--- src/rtl/conv3x3_pkg.sv ---
// conv3x3_pkg: shared constants and state encodings for the 3x3 window loader.
//   WIN_SIZE   - number of slots in one 3x3 window
//   CNT_W      - width of the slot index / fill counter
//   DATA_W_DEF - default pixel width
//   win_state_e - single-buffer FSM state (FILL, FULL)
//   bank_st_e   - per-bank occupancy used by the ping-pong build
package conv3x3_pkg;
    localparam int WIN_SIZE   = 9;
    localparam int CNT_W      = 4;
    localparam int DATA_W_DEF = 8;

    localparam logic [CNT_W-1:0] LAST_SLOT = CNT_W'(WIN_SIZE - 1);

    typedef enum logic { FILL, FULL } win_state_e;
    typedef enum logic { BANK_EMPTY, BANK_FULL } bank_st_e;
endpackage

--- src/rtl/conv3x3_win_bank.sv ---
// conv3x3_win_bank: nine pixel registers written one slot at a time.
// Ports:
//   clk, rst_n   - clock, async active-low reset (clears all slots to 0)
//   we_i         - write enable
//   widx_i       - slot index to write (0..8; other values write nothing)
//   wdata_i      - pixel to store
//   data_o       - all nine slots, slot i at data_o[i]
module conv3x3_win_bank
    import conv3x3_pkg::*;
#(
    parameter int DATA_W = DATA_W_DEF
) (
    input  logic                             clk,
    input  logic                             rst_n,
    input  logic                             we_i,
    input  logic [CNT_W-1:0]                 widx_i,
    input  logic [DATA_W-1:0]                wdata_i,
    output logic [WIN_SIZE-1:0][DATA_W-1:0]  data_o
);
    logic [WIN_SIZE-1:0][DATA_W-1:0] slot_q;

    // Per-slot decode keeps an out-of-range index from aliasing onto a slot.
    for (genvar i = 0; i < WIN_SIZE; i++) begin : g_slot
        always_ff @(posedge clk or negedge rst_n) begin
            if (!rst_n)
                slot_q[i] <= '0;
            else if (we_i && widx_i == CNT_W'(i))
                slot_q[i] <= wdata_i;
        end
    end

    assign data_o = slot_q;
endmodule

--- src/rtl/conv3x3_window_load.sv ---
// conv3x3_window_load: serial-to-parallel 3x3 window assembler.
// Accepts one pixel per in_valid/in_ready beat into slots 0..8, then presents
// the whole window on data0..data8 under win_valid/win_ready.
// Ports:
//   clk, rst_n            - clock, async active-low reset
//   clear                 - synchronous flush of partial and held windows
//   in_valid/in_ready     - input pixel handshake, in_data pixel
//   win_valid/win_ready   - window handshake, data0..data8 slots in arrival order
//   fill_cnt              - next slot to be written (0..8)
// Build option: WIN_PINGPONG_EN selects two banks so filling overlaps with the
// consumer holding the previous window; undefined gives a single bank.
module conv3x3_window_load
    import conv3x3_pkg::*;
#(
    parameter int DATA_W = DATA_W_DEF
) (
    input  logic              clk,
    input  logic              rst_n,
    input  logic              clear,
    input  logic              in_valid,
    output logic              in_ready,
    input  logic [DATA_W-1:0] in_data,
    output logic              win_valid,
    input  logic              win_ready,
    output logic [DATA_W-1:0] data0,
    output logic [DATA_W-1:0] data1,
    output logic [DATA_W-1:0] data2,
    output logic [DATA_W-1:0] data3,
    output logic [DATA_W-1:0] data4,
    output logic [DATA_W-1:0] data5,
    output logic [DATA_W-1:0] data6,
    output logic [DATA_W-1:0] data7,
    output logic [DATA_W-1:0] data8,
    output logic [CNT_W-1:0]  fill_cnt
);
    logic [CNT_W-1:0] fill_cnt_q, fill_cnt_d;
    logic             in_ready_q, win_valid_q;
    logic             accept, last_beat, rd_take;
    logic [WIN_SIZE-1:0][DATA_W-1:0] win_data;

    // clear wins over a same-cycle beat, so the beat is never written.
    assign accept     = in_valid & in_ready_q & ~clear;
    assign last_beat  = accept & (fill_cnt_q == LAST_SLOT);
    assign rd_take    = win_valid_q & win_ready;
    assign fill_cnt_d = last_beat ? '0 : fill_cnt_q + 1'b1;

`ifdef WIN_PINGPONG_EN
    logic     wr_sel_q;
    bank_st_e rd_st_q, wr_st_q;
    logic [WIN_SIZE-1:0][DATA_W-1:0] bank0_data, bank1_data;

    always_ff @(posedge clk or negedge rst_n) begin
        if (!rst_n) begin
            wr_sel_q    <= 1'b0;
            rd_st_q     <= BANK_EMPTY;
            wr_st_q     <= BANK_EMPTY;
            fill_cnt_q  <= '0;
            in_ready_q  <= 1'b1;
            win_valid_q <= 1'b0;
        end else if (clear) begin
            wr_sel_q    <= 1'b0;
            rd_st_q     <= BANK_EMPTY;
            wr_st_q     <= BANK_EMPTY;
            fill_cnt_q  <= '0;
            in_ready_q  <= 1'b1;
            win_valid_q <= 1'b0;
        end else begin
            if (accept)
                fill_cnt_q <= fill_cnt_d;
            if (last_beat) begin
                // Read bank free now (empty, or handed off this edge): swap.
                if (rd_st_q == BANK_EMPTY || rd_take) begin
                    wr_sel_q    <= ~wr_sel_q;
                    rd_st_q     <= BANK_FULL;
                    win_valid_q <= 1'b1;
                end else begin
                    wr_st_q    <= BANK_FULL;
                    in_ready_q <= 1'b0;
                end
            end else if (wr_st_q == BANK_FULL && rd_take) begin
                // Parked write bank moves to the read side on the handshake.
                wr_sel_q    <= ~wr_sel_q;
                wr_st_q     <= BANK_EMPTY;
                in_ready_q  <= 1'b1;
                rd_st_q     <= BANK_FULL;
                win_valid_q <= 1'b1;
            end else if (rd_take) begin
                rd_st_q     <= BANK_EMPTY;
                win_valid_q <= 1'b0;
            end
        end
    end

    conv3x3_win_bank #(.DATA_W(DATA_W)) u_bank0 (
        .clk    (clk),
        .rst_n  (rst_n),
        .we_i   (accept & ~wr_sel_q),
        .widx_i (fill_cnt_q),
        .wdata_i(in_data),
        .data_o (bank0_data)
    );

    conv3x3_win_bank #(.DATA_W(DATA_W)) u_bank1 (
        .clk    (clk),
        .rst_n  (rst_n),
        .we_i   (accept & wr_sel_q),
        .widx_i (fill_cnt_q),
        .wdata_i(in_data),
        .data_o (bank1_data)
    );

    // The read bank is always the one not being written.
    assign win_data = wr_sel_q ? bank0_data : bank1_data;
`else
    win_state_e state_q;

    always_ff @(posedge clk or negedge rst_n) begin
        if (!rst_n) begin
            state_q     <= FILL;
            fill_cnt_q  <= '0;
            in_ready_q  <= 1'b1;
            win_valid_q <= 1'b0;
        end else if (clear) begin
            state_q     <= FILL;
            fill_cnt_q  <= '0;
            in_ready_q  <= 1'b1;
            win_valid_q <= 1'b0;
        end else begin
            case (state_q)
                FILL: if (accept) begin
                    fill_cnt_q <= fill_cnt_d;
                    if (last_beat) begin
                        state_q     <= FULL;
                        in_ready_q  <= 1'b0;
                        win_valid_q <= 1'b1;
                    end
                end
                FULL: if (rd_take) begin
                    state_q     <= FILL;
                    in_ready_q  <= 1'b1;
                    win_valid_q <= 1'b0;
                end
                default: state_q <= FILL;
            endcase
        end
    end

    conv3x3_win_bank #(.DATA_W(DATA_W)) u_bank (
        .clk    (clk),
        .rst_n  (rst_n),
        .we_i   (accept),
        .widx_i (fill_cnt_q),
        .wdata_i(in_data),
        .data_o (win_data)
    );
`endif

    assign in_ready  = in_ready_q;
    assign win_valid = win_valid_q;
    assign fill_cnt  = fill_cnt_q;
    assign data0 = win_data[0];
    assign data1 = win_data[1];
    assign data2 = win_data[2];
    assign data3 = win_data[3];
    assign data4 = win_data[4];
    assign data5 = win_data[5];
    assign data6 = win_data[6];
    assign data7 = win_data[7];
    assign data8 = win_data[8];
endmodule

--- config.mk ---
export PLATFORM = sky130hd
export DESIGN_NAME = conv3x3_window_load
export DESIGN_NICKNAME = d
export VERILOG_FILES = /design/src/rtl/conv3x3_pkg.sv /design/src/rtl/conv3x3_win_bank.sv /design/src/rtl/conv3x3_window_load.sv
export SDC_FILE = /design/constraint.sdc
export NUM_CORES = 1
export LEC_CHECK = 0
export BUFFER_PORTS_ARGS = -buffer_cell sky130_fd_sc_hd__buf_2
export CAP_MARGIN = 20
export CELL_PAD_IN_SITES_DETAIL_PLACEMENT = 0
export CELL_PAD_IN_SITES_GLOBAL_PLACEMENT = 2
export CORE_MARGIN = 3
export CORE_UTILIZATION = 35
export CTS_CLUSTER_SIZE = 40
export DETAILED_ROUTE_END_ITERATION = 16
export PLACE_DENSITY = 0.88
export SYNTH_ARGS = -nofsm -noshare
export SYNTH_HDL_FRONTEND = slang
export SYNTH_HIERARCHICAL = 1
export SYNTH_SLANG_ARGS = --single-unit
--- constraint.sdc ---
create_clock -name clk -period 2.1 [get_ports clk]
set_input_delay 0.315 -clock clk [delete_from_list [all_inputs] [get_ports clk]]
set_output_delay 0.315 -clock clk [all_outputs]
set_load 0.02 [all_outputs]
# Word-level counts from Yosys, hierarchy flattened
# Cells that the tools add are included.
word_totals:
  ramBits: 0
  mem_count: 0
  elab_cells: 64
  mem_bits_ro: 0
  latch_bits: 0
  ff_bits: 79
  in_bits: 13
op_classes:
  n_lt_le_gt_ge: 0
  multipliers: 0
  div: 0
  n_mux: 19
  shifts: 0
  n_addsub: 1
  n_reduce_logical: 13
  bitwise: 6
  eq_ne: 12
ops:
  columns: ["operator", "n"]
  rows:
  - ["4-bit by 3-bit == test with 1-bit output, second input constant", 4]
  - ["4-bit 2-to-1 mux", 4]
  - ["1-bit 2-to-1 mux", 12]
  - ["1-bit logical AND", 9]
  - ["3-bit != test, second input constant", 3]
  - ["4-bit by 2-bit == test with 1-bit output, second input constant", 2]
  - ["1-bit case mux with 2 select lines", 3]
  - ["4-bit by 1-bit adder with 4-bit output, second input constant", 1]
  - ["1-bit AND", 4]
  - ["4-bit by 1-bit == test with 1-bit output, second input constant", 1]
  - ["4-bit == test, second input constant", 1]
  - ["4-bit zero test", 1]
  - ["3-bit AND reduction", 1]
  - ["2-bit != test, second input constant", 1]
  - ["1-bit inverter", 2]
  - ["2-bit AND reduction", 1]
  - ["2-bit nonzero test", 1]

# Longest topological paths before layout
# Gate-level depths: netlist of run 1.
logic_depth:
  depth_word: 7
  ltp_mapped: 6
  depth_no_buf: 5

# Hierarchy
# Netlist of run 1, hierarchy kept.
modules_own_cells:
  columns: ["mod", "area_per_inst_um2", "instances", "cells_each"]
  rows:
  - ["conv3x3_win_bank", 2796.4, 1, 161]
  - ["conv3x3_window_load", 389.1, 1, 41]

# Least setup slack after synthesis of run 1
# No wires, ideal clock.
synth_path:
  path_type: "register -> register"
  startpoint: "register in_ready_q, in the netlist in_ready"
  endpoint: "register u_bank.slot_q (netlist bit u_bank/data_o[24])"
  n_path_buf: 1
  setup_ps: 125
  required_time_ps: 1975
  synth_period_minus_slack_ps: 2043
  slack_ps: 57
  stages_incl_launch_ff: 7
  arrival_time_ps: 1918
  cell_sequence: "dfstp_2 nand2_1 nor2_1 nor3b_2 and3_1 buf_2 mux2_2"
synth_between:
  elab_chain_len: 3
synth_lines:
  columns: ["item", "line_no", "rtl"]
  rows:
  - ["start, declared", "conv3x3_window_load.sv:37", "logic in_ready_q, win_valid_q;"]
  - ["start signal, assigned", "conv3x3_window_load.sv:121", "in_ready_q <= 1'b1;"]
  - ["start signal, assigned", "conv3x3_window_load.sv:126", "in_ready_q <= 1'b1;"]
  - ["start signal, assigned", "conv3x3_window_load.sv:134", "in_ready_q <= 1'b0;"]
  - ["1-bit AND (2 in series)", "conv3x3_window_load.sv:42", "assign accept = in_valid & in_ready_q & ~clear;"]
  - ["named net accept", "conv3x3_window_load.sv:38", "logic accept, last_beat, rd_take;"]
  - ["1-bit logical AND", "conv3x3_win_bank.sv:27", "else if (we_i && widx_i == CNT_W'(i))"]
  - ["end signal, assigned by index", "conv3x3_win_bank.sv:28", "slot_q[i] <= wdata_i;"]
  - ["end, declared", "conv3x3_win_bank.sv:20", "logic [WIN_SIZE-1:0][DATA_W-1:0] slot_q;"]
# The timed path passes the listed nets, and every way through them passes these cells.
# A chain may end at the register's enable or synchronous reset.

# Worst setup path after layout of run 1
layout_path:
  startpoint: "register in_ready_q, in the netlist in_ready"
  endpoint: "register u_bank.slot_q (netlist bit u_bank/data_o[51])"
# The elaborated chain is that of the path after synthesis.

==> flow_summary_export.csv, run 1 <==
group,metric,value,unit
synth,ys_ff_latch,79,
placed_design,dpl.hpwl,5140,µm
finish,drive_above_1_share,62.3,%
synth,synthMostInstantiatedCell,"dfrtp_1",
worst_setup_path,worstSetupStartpoint,"in_ready$_DFFE_PN1P_",
floorplanning,initial_core_util,36.4,%
worst_setup_path,cpMaxStageDelayCell,"dfstp_2",
power,p_per_area,918,mW/mm²
synth,yosys-top-cells-count,"dfrtp_1 (78), mux2_2 (64), nand2_1 (10), mux2_4 (8)",
timing,hold_viol,0,
worst_setup_path,critPathKind,"register to register",
worst_setup_path,start_kind,"register",
synth,synth_compound_area_share,1.45,%
timing,fin_crit_sh,92.8,%
clock_tree,postCtsSetupBuffers,0,
global_routing,grt_pass1_wl,11700,µm
synth,yosysWarnings,6,
clock_tree,clk_latency,0.34,ns
worst_setup_path,crit_path_end,"u_bank/data_o[51]$_DFFE_PN0P_",
synth,postSynthCellCount,202,
worst_setup_path,r2r_cells,5,
synth,syn_nets,217,
synth,synth-seq-area-share,62.1,%
clock_tree,clock-root-buffer,"clkbuf_8",
placed_design,gp_congestion,0.771,
route,drc,0,
floorplanning,die_area,0.0103,mm²
route,wl_per_cell,17.6,µm
synth,synth_top_area_cell,"dfrtp_1",
synth,synth_fa_ha_area_share,0.786,%
clock_tree,cts_buffer_depth,2,
placed_design,portBuffers,90,
route,ant_nets,0,
global_routing,grt.overflow.total,0,
floorplanning,die_h,101,µm
global_routing,grt_max_degree,50,
worst_setup_path,r2r_setup_slack,0.15,ns
floorplanning,rows,34,
synth,synthMuxAreaShare,26.7,%
synth,synth_top_family_by_area,"multiplexers",
clock_tree,cts_made_buffers,9,
global_routing,antenna_found_initial,0,
timing,timing.slew.headroom,71.7,%
clock_tree,cts.htree.levels,3,
floorplanning,die_w,101,µm
global_routing,grt_pass1_vias,2084,
synth,synthArstFlopShare,100,%
clock_tree,clkTransAtPathRegs,0.08,ns
synth,synth_cell_types,30,
synth,synth_area_leaders,"dfrtp_1 (61%), mux2_2 (23%), mux2_4 (3.8%)",
clock_tree,cts_sinks,79,
route,via_per_inst,4.79,
floorplanning,io_pins,91,
synth,synth_top_area_share,61.3,%
run_status,outcome,"completed",
power,ir_drop,0.342,mV
hold_path,hold_path_class,"input port to register",
worst_setup_path,critPathMaxFanout,8,
finish,nets,323,
worst_setup_path,path_cells,"nand2_1 -> nor2_1 -> nand3b_4 -> nor3b_4 -> mux2_2",
synth,synth-main-ff-cell,"dfrtp_1",
run,drv_cap,0,
worst_setup_path,reg2reg_to,"u_bank/data_o[51]$_DFFE_PN0P_",
worst_setup_path,cpPeakStageDelay,0.53,ns
finish,diodes,0,
floorplanning,core_area,0.00876,mm²
timing,max_clock_freq,513,MHz
timing,fin_worst_skew,0.00458,ns
timing,tns,0,ns
synth,netlist_area,0.00319,mm²
timing,worst_pin_slew,0.424,ns
synth,synth_xor_xnor_area_share,0,%
global_routing,grt_usage,15.1,%
timing,setup_viol,0,
worst_setup_path,cp_data_arrival_time,2.17,ns
placed_design,placed_area,0.00383,mm²
clock_tree,cts_tree,"yes",
worst_setup_path,endpoint_kind,"register",
finish,synthToLayoutAreaGrowth,27.1,%
synth,syn_avg_cell_area,15.8,µm²
finish,final_area,0.00405,mm²
timing,finalMaxSlewViolations,0,
route,first_pass_iters,4,
route,drt_iter0_markers,51,
synth,synth-simple-area-share,7.78,%
worst_setup_path,r2r_start,"in_ready$_DFFE_PN1P_",
power,p_leak,0.00220,µW
route,drt-total-wl,7390,µm
worst_setup_path,critPathRequiredTime,2.32,ns
timing,min_period,1.95,ns
route,via_count,2015,
timing,rsz0062_at_grt,"false",
synth,synth_edf_count,0,
-- flip-flops by register name, summed over array words and instances, names as in the netlist --
signal	flops
u_bank/data_o	72
in_ready	1
state_q	1
fill_cnt	4
win_valid	1
-- metal layers --
| metal | vias up | GRT usage, % | wire length, µm |
|---|---|---|---|
| li1 | 933 | - | - |
| met1 | 1018 | 20.7 | 3410 |
| met2 | 57 | 23.4 | 3470 |
| met3 | 7 | 3.31 | 393 |
| met4 | 0 | 6.13 | 117 |
| met5 | - | 0 | 0 |
-- cell type report --
type                    instances  area [µm²]
flip-flops and latches         79        1980
fillers                       821        4720
clock buffers                  12         135
multi-input cells             115        1170
repair buffers                100         543
clock inverters                 4        70.1
well taps                     108         135
inverters                       3        11.3
-- kinds of logic after synthesis --
logic type	after synthesis
buf+inv	8
flops	79
mux	73
simple gates	32
compound gates	8
fa+ha+maj	2
-- per-stage QoR --
stage | hold WS, ns | cells | utilization [%] | worst slack [ns] | total power, µW
after CTS | 0.226 | 421 | 46.1 | 0.00917 | 3770
after floorplan | 0.0194 | 202 | - | 0.0571 | 2250
after detailed placement | 0.280 | 404 | 43.7 | 0.0307 | 2570
final | 0.240 | 421 | 46.2 | 0.151 | 3710
after global placement | 0.273 | 404 | 43.7 | 0.0879 | 2550
after global routing | 0.261 | 421 | 46.2 | 0.0334 | 3900
-- critical path, delay by kind of cell, from the launching register on --
kind             cells  cell delay, ns
flip-flops           1            0.53
AND/OR/NAND/NOR      4            0.91
multiplexers         1            0.38
-- report_power, final --
group | switching [µW] | total (µW) | internal [µW] | leakage (µW)
sequential | 88.6 | 1790 | 1700 | 0.00105
clock | 519 | 1190 | 668 | 0.000104
combinational | 441 | 737 | 295 | 0.00104
total | 1050 | 3710 | 2670 | 0.00220
-- how the worst min path moves through the flow --
stage | slack, ns | to | startpoint | depth (start not counted)
after global placement | 0.27 | win_valid$_DFFE_PN0P_ | rst_n | 1
after global routing | 0.26 | win_valid$_DFFE_PN0P_ | clear | 2
final | 0.24 | state_q$_DFF_PN0_ | clear | 2
after detailed placement | 0.28 | win_valid$_DFFE_PN0P_ | rst_n | 1
after CTS | 0.23 | state_q$_DFF_PN0_ | clear | 2
after floorplan | 0.02 | fill_cnt[0]$_DFFE_PN0P_ | rst_n | 0
-- timing repair --
| item | in CTS | in global routing |
|---|---|---|
| hold buffers | 1 | 0 |
| endpoints found under the hold margin | 30 | 0 |
| resized for setup | 0 | 1 |
| endpoints found under the setup margin | 0 | 8 |
-- layout by cell type (no fill, tap or decap), types with 3 or more instances in the layout --
cell,count
buf_2,89
buf_4,9
clkbuf_1,3
inv_1,3
a21oi_1,4
mux2_4,8
dfrtp_1,78
mux2_2,64
nand2_1,10
nor2_1,4
clkbuf_8,9
Power figures use the tool's default switching activity.
==> inputs of run 2 (changes only) <==
--- a/config.mk
+++ b/config.mk
@@ -13,8 +13,7 @@
 export CORE_UTILIZATION = 35
 export CTS_CLUSTER_SIZE = 40
 export DETAILED_ROUTE_END_ITERATION = 16
-export PLACE_DENSITY = 0.88
+export PLACE_DENSITY = 0.87
 export SYNTH_ARGS = -nofsm -noshare
 export SYNTH_HDL_FRONTEND = slang
-export SYNTH_HIERARCHICAL = 1
 export SYNTH_SLANG_ARGS = --single-unit
==> flow_summary_export.csv, run 2 <==
group,metric,value,unit
run_status,outcome,"completed",
power,p_per_area,911,mW/mm²
finish,nets,319,
floorplanning,die_h,102,µm
timing,fin_crit_sh,92.3,%
finish,diodes,0,
clock_tree,hold_buffers,1,
finish,largest_register_ffs,72,
worst_setup_path,critPathKind,"register to register",
worst_setup_path,cpMaxStageDelayCell,"dfrtp_1",
worst_setup_path,critPathMaxFanout,9,
global_routing,grt_pass1_vias,1998,
global_routing,grt_usage,14.8,%
route,drc,0,
worst_setup_path,r2r_start,"fill_cnt[0]$_DFFE_PN0P_",
run,drv_cap,0,
clock_tree,cts_buffer_depth,2,
finish,final_cell_mix,"buf_2 (89), dfrtp_1 (78), mux2_2 (64)",
floorplanning,die_area,0.0105,mm²
worst_setup_path,cp_data_arrival_time,2.16,ns
clock_tree,cts_sinks,79,
hold_path,hold_path_class,"input port to register",
synth,synth_top_area_share,60.0,%
timing,timing.slew.headroom,62.4,%
route,first_pass_iters,3,
clock_tree,cts_resized,0,
global_routing,grt_pass1_wl,11400,µm
floorplanning,core_area,0.00889,mm²
global_routing,grt.overflow.total,0,
timing,rsz0062_at_grt,"false",
synth,postSynthCellCount,204,
route,drt_iter0_markers,59,
placed_design,gp_congestion,0.738,
synth,synth_edf_count,0,
synth,ys_ff_latch,79,
finish,final_common_cell,"buf_2",
placed_design,portBuffers,90,
clock_tree,cts_made_buffers,9,
floorplanning,initial_core_util,36.6,%
timing,finalMaxSlewViolations,0,
floorplanning,rows,34,
worst_setup_path,path_cells,"inv_1 -> ha_1 -> nand4bb_4 -> or2_1 -> mux2_4",
finish,drive_above_1_share,62.2,%
synth,yosys-top-cells-count,"dfrtp_1 (78), mux2_2 (64), mux2_4 (8)",
route,drt-total-wl,7320,µm
clock_tree,clock-root-buffer,"clkbuf_8",
hold_path,min_from,"clear",
power,ir_drop,0.468,mV
timing,tns,0,ns
route,via_per_inst,4.89,
worst_setup_path,start_kind,"register",
global_routing,antenna_found_initial,0,
timing,fin_worst_skew,0.0164,ns
clock_tree,postCtsSetupBuffers,0,
placed_design,dpl.hpwl,5260,µm
synth,netlist_area,0.00325,mm²
synth,synthMostInstantiatedCell,"dfrtp_1",
synth,synth_top_area_cell,"dfrtp_1",
synth,synth_area_leaders,"dfrtp_1 (60%), mux2_2 (22%), mux2_4 (3.7%)",
worst_setup_path,endpoint_kind,"register",
synth,yosysWarnings,0,
clock_tree,clkTransAtPathRegs,0.09,ns
clock_tree,clk_latency,0.35,ns
floorplanning,die_w,102,µm
power,p_leak,0.00217,µW
synth,synth-main-ff-cell,"dfrtp_1",
synth,synth-seq-area-share,60.9,%
synth,syn_avg_cell_area,15.9,µm²
route,via_count,2029,
clock_tree,cts_tree,"yes",
timing,hold_viol,0,
synth,synthArstFlopShare,100,%
worst_setup_path,worstSetupStartpoint,"fill_cnt[0]$_DFFE_PN0P_",
finish,fillers,825,
route,ant_nets,0,
synth,synth_cell_types,33,
clock_tree,cts.htree.levels,3,
worst_setup_path,r2r_setup_slack,0.16,ns
synth,syn_nets,221,
timing,max_clock_freq,516,MHz
finish,synthToLayoutAreaGrowth,23.7,%
worst_setup_path,cpPeakStageDelay,0.44,ns
timing,setup_viol,0,
finish,final_util,45.2,%
worst_setup_path,critPathRequiredTime,2.32,ns
route,wl_per_cell,17.6,µm
global_routing,grt_max_degree,41,
timing,min_period,1.94,ns
floorplanning,io_pins,91,
timing,worst_pin_slew,0.564,ns
==> run 2: kinds of logic after synthesis <==
family,after synthesis,share of synthesized area [%]
compound gates,9,1.85
fa+ha+maj,4,1.54
buf+inv,11,2.23
flops,79,60.9
mux,73,26.2
simple gates,28,7.35
==> run 2: worst max-delay path, delay by kind of cell, from the launching register on <==
family,cells,cell delay [ns]
buf+inv,1,0.12
fa+ha+maj,1,0.30
flops,1,0.44
simple gates,2,0.58
mux,1,0.37
==> run 2: worst paths after layout <==
check | to | depth (start not counted)
worst max-delay path | u_bank.data_o[70]$_DFFE_PN0P_ | 5
min in group asynchronous | u_bank.data_o[14]$_DFFE_PN0P_ | 2
max in group asynchronous | in_ready$_DFFE_PN1P_ | 3
worst max register to register | u_bank.data_o[70]$_DFFE_PN0P_ | 5
worst min register to register | u_bank.data_o[1]$_DFFE_PN0P_ | 1
worst min-delay path | fill_cnt[0]$_DFFE_PN0P_ | 2
==> run 2: per-layer routing <==
metal / vias up / GRT usage (%) / wire (µm)
met3: 13 / 3.28 / 362
met4: 0 / 6.66 / 159
met5: - / 0 / 0
met1: 1023 / 20.5 / 3440
li1: 935 / - / -
met2: 58 / 22.4 / 3360
==> run 2: layout make-up <==
type	count	area (µm²)	area share, %
Sequential cell	79	1980	49.2
Tap cell	108	135	3.36
Inverter	4	15.0	0.373
Multi-Input combinational cell	114	1200	29.8
Clock buffer	10	128	3.17
Timing Repair Buffer	94	498	12.4
Clock inverter	6	67.6	1.68
==> run 2: metrics by stage <==
step	setup slack [ns]	cells	power, µW	hold slack (ns)	area, µm²
2_1_floorplan	0.312	204	2260	0.0194	3250
3_3_place_gp	0.255	398	2550	0.331	3820
3_5_place_dp	0.191	398	2560	0.338	3820
4_1_cts	0.172	415	3720	0.260	4020
5_1_grt	0.0352	415	3860	0.265	4020
6_report	0.162	415	3660	0.280	4020
==> run 2: power by group <==
part | switching (µW) | total [µW] | internal (µW)
sequential | 96.6 | 1800 | 1700
combinational | 435 | 724 | 289
clock | 582 | 1140 | 557
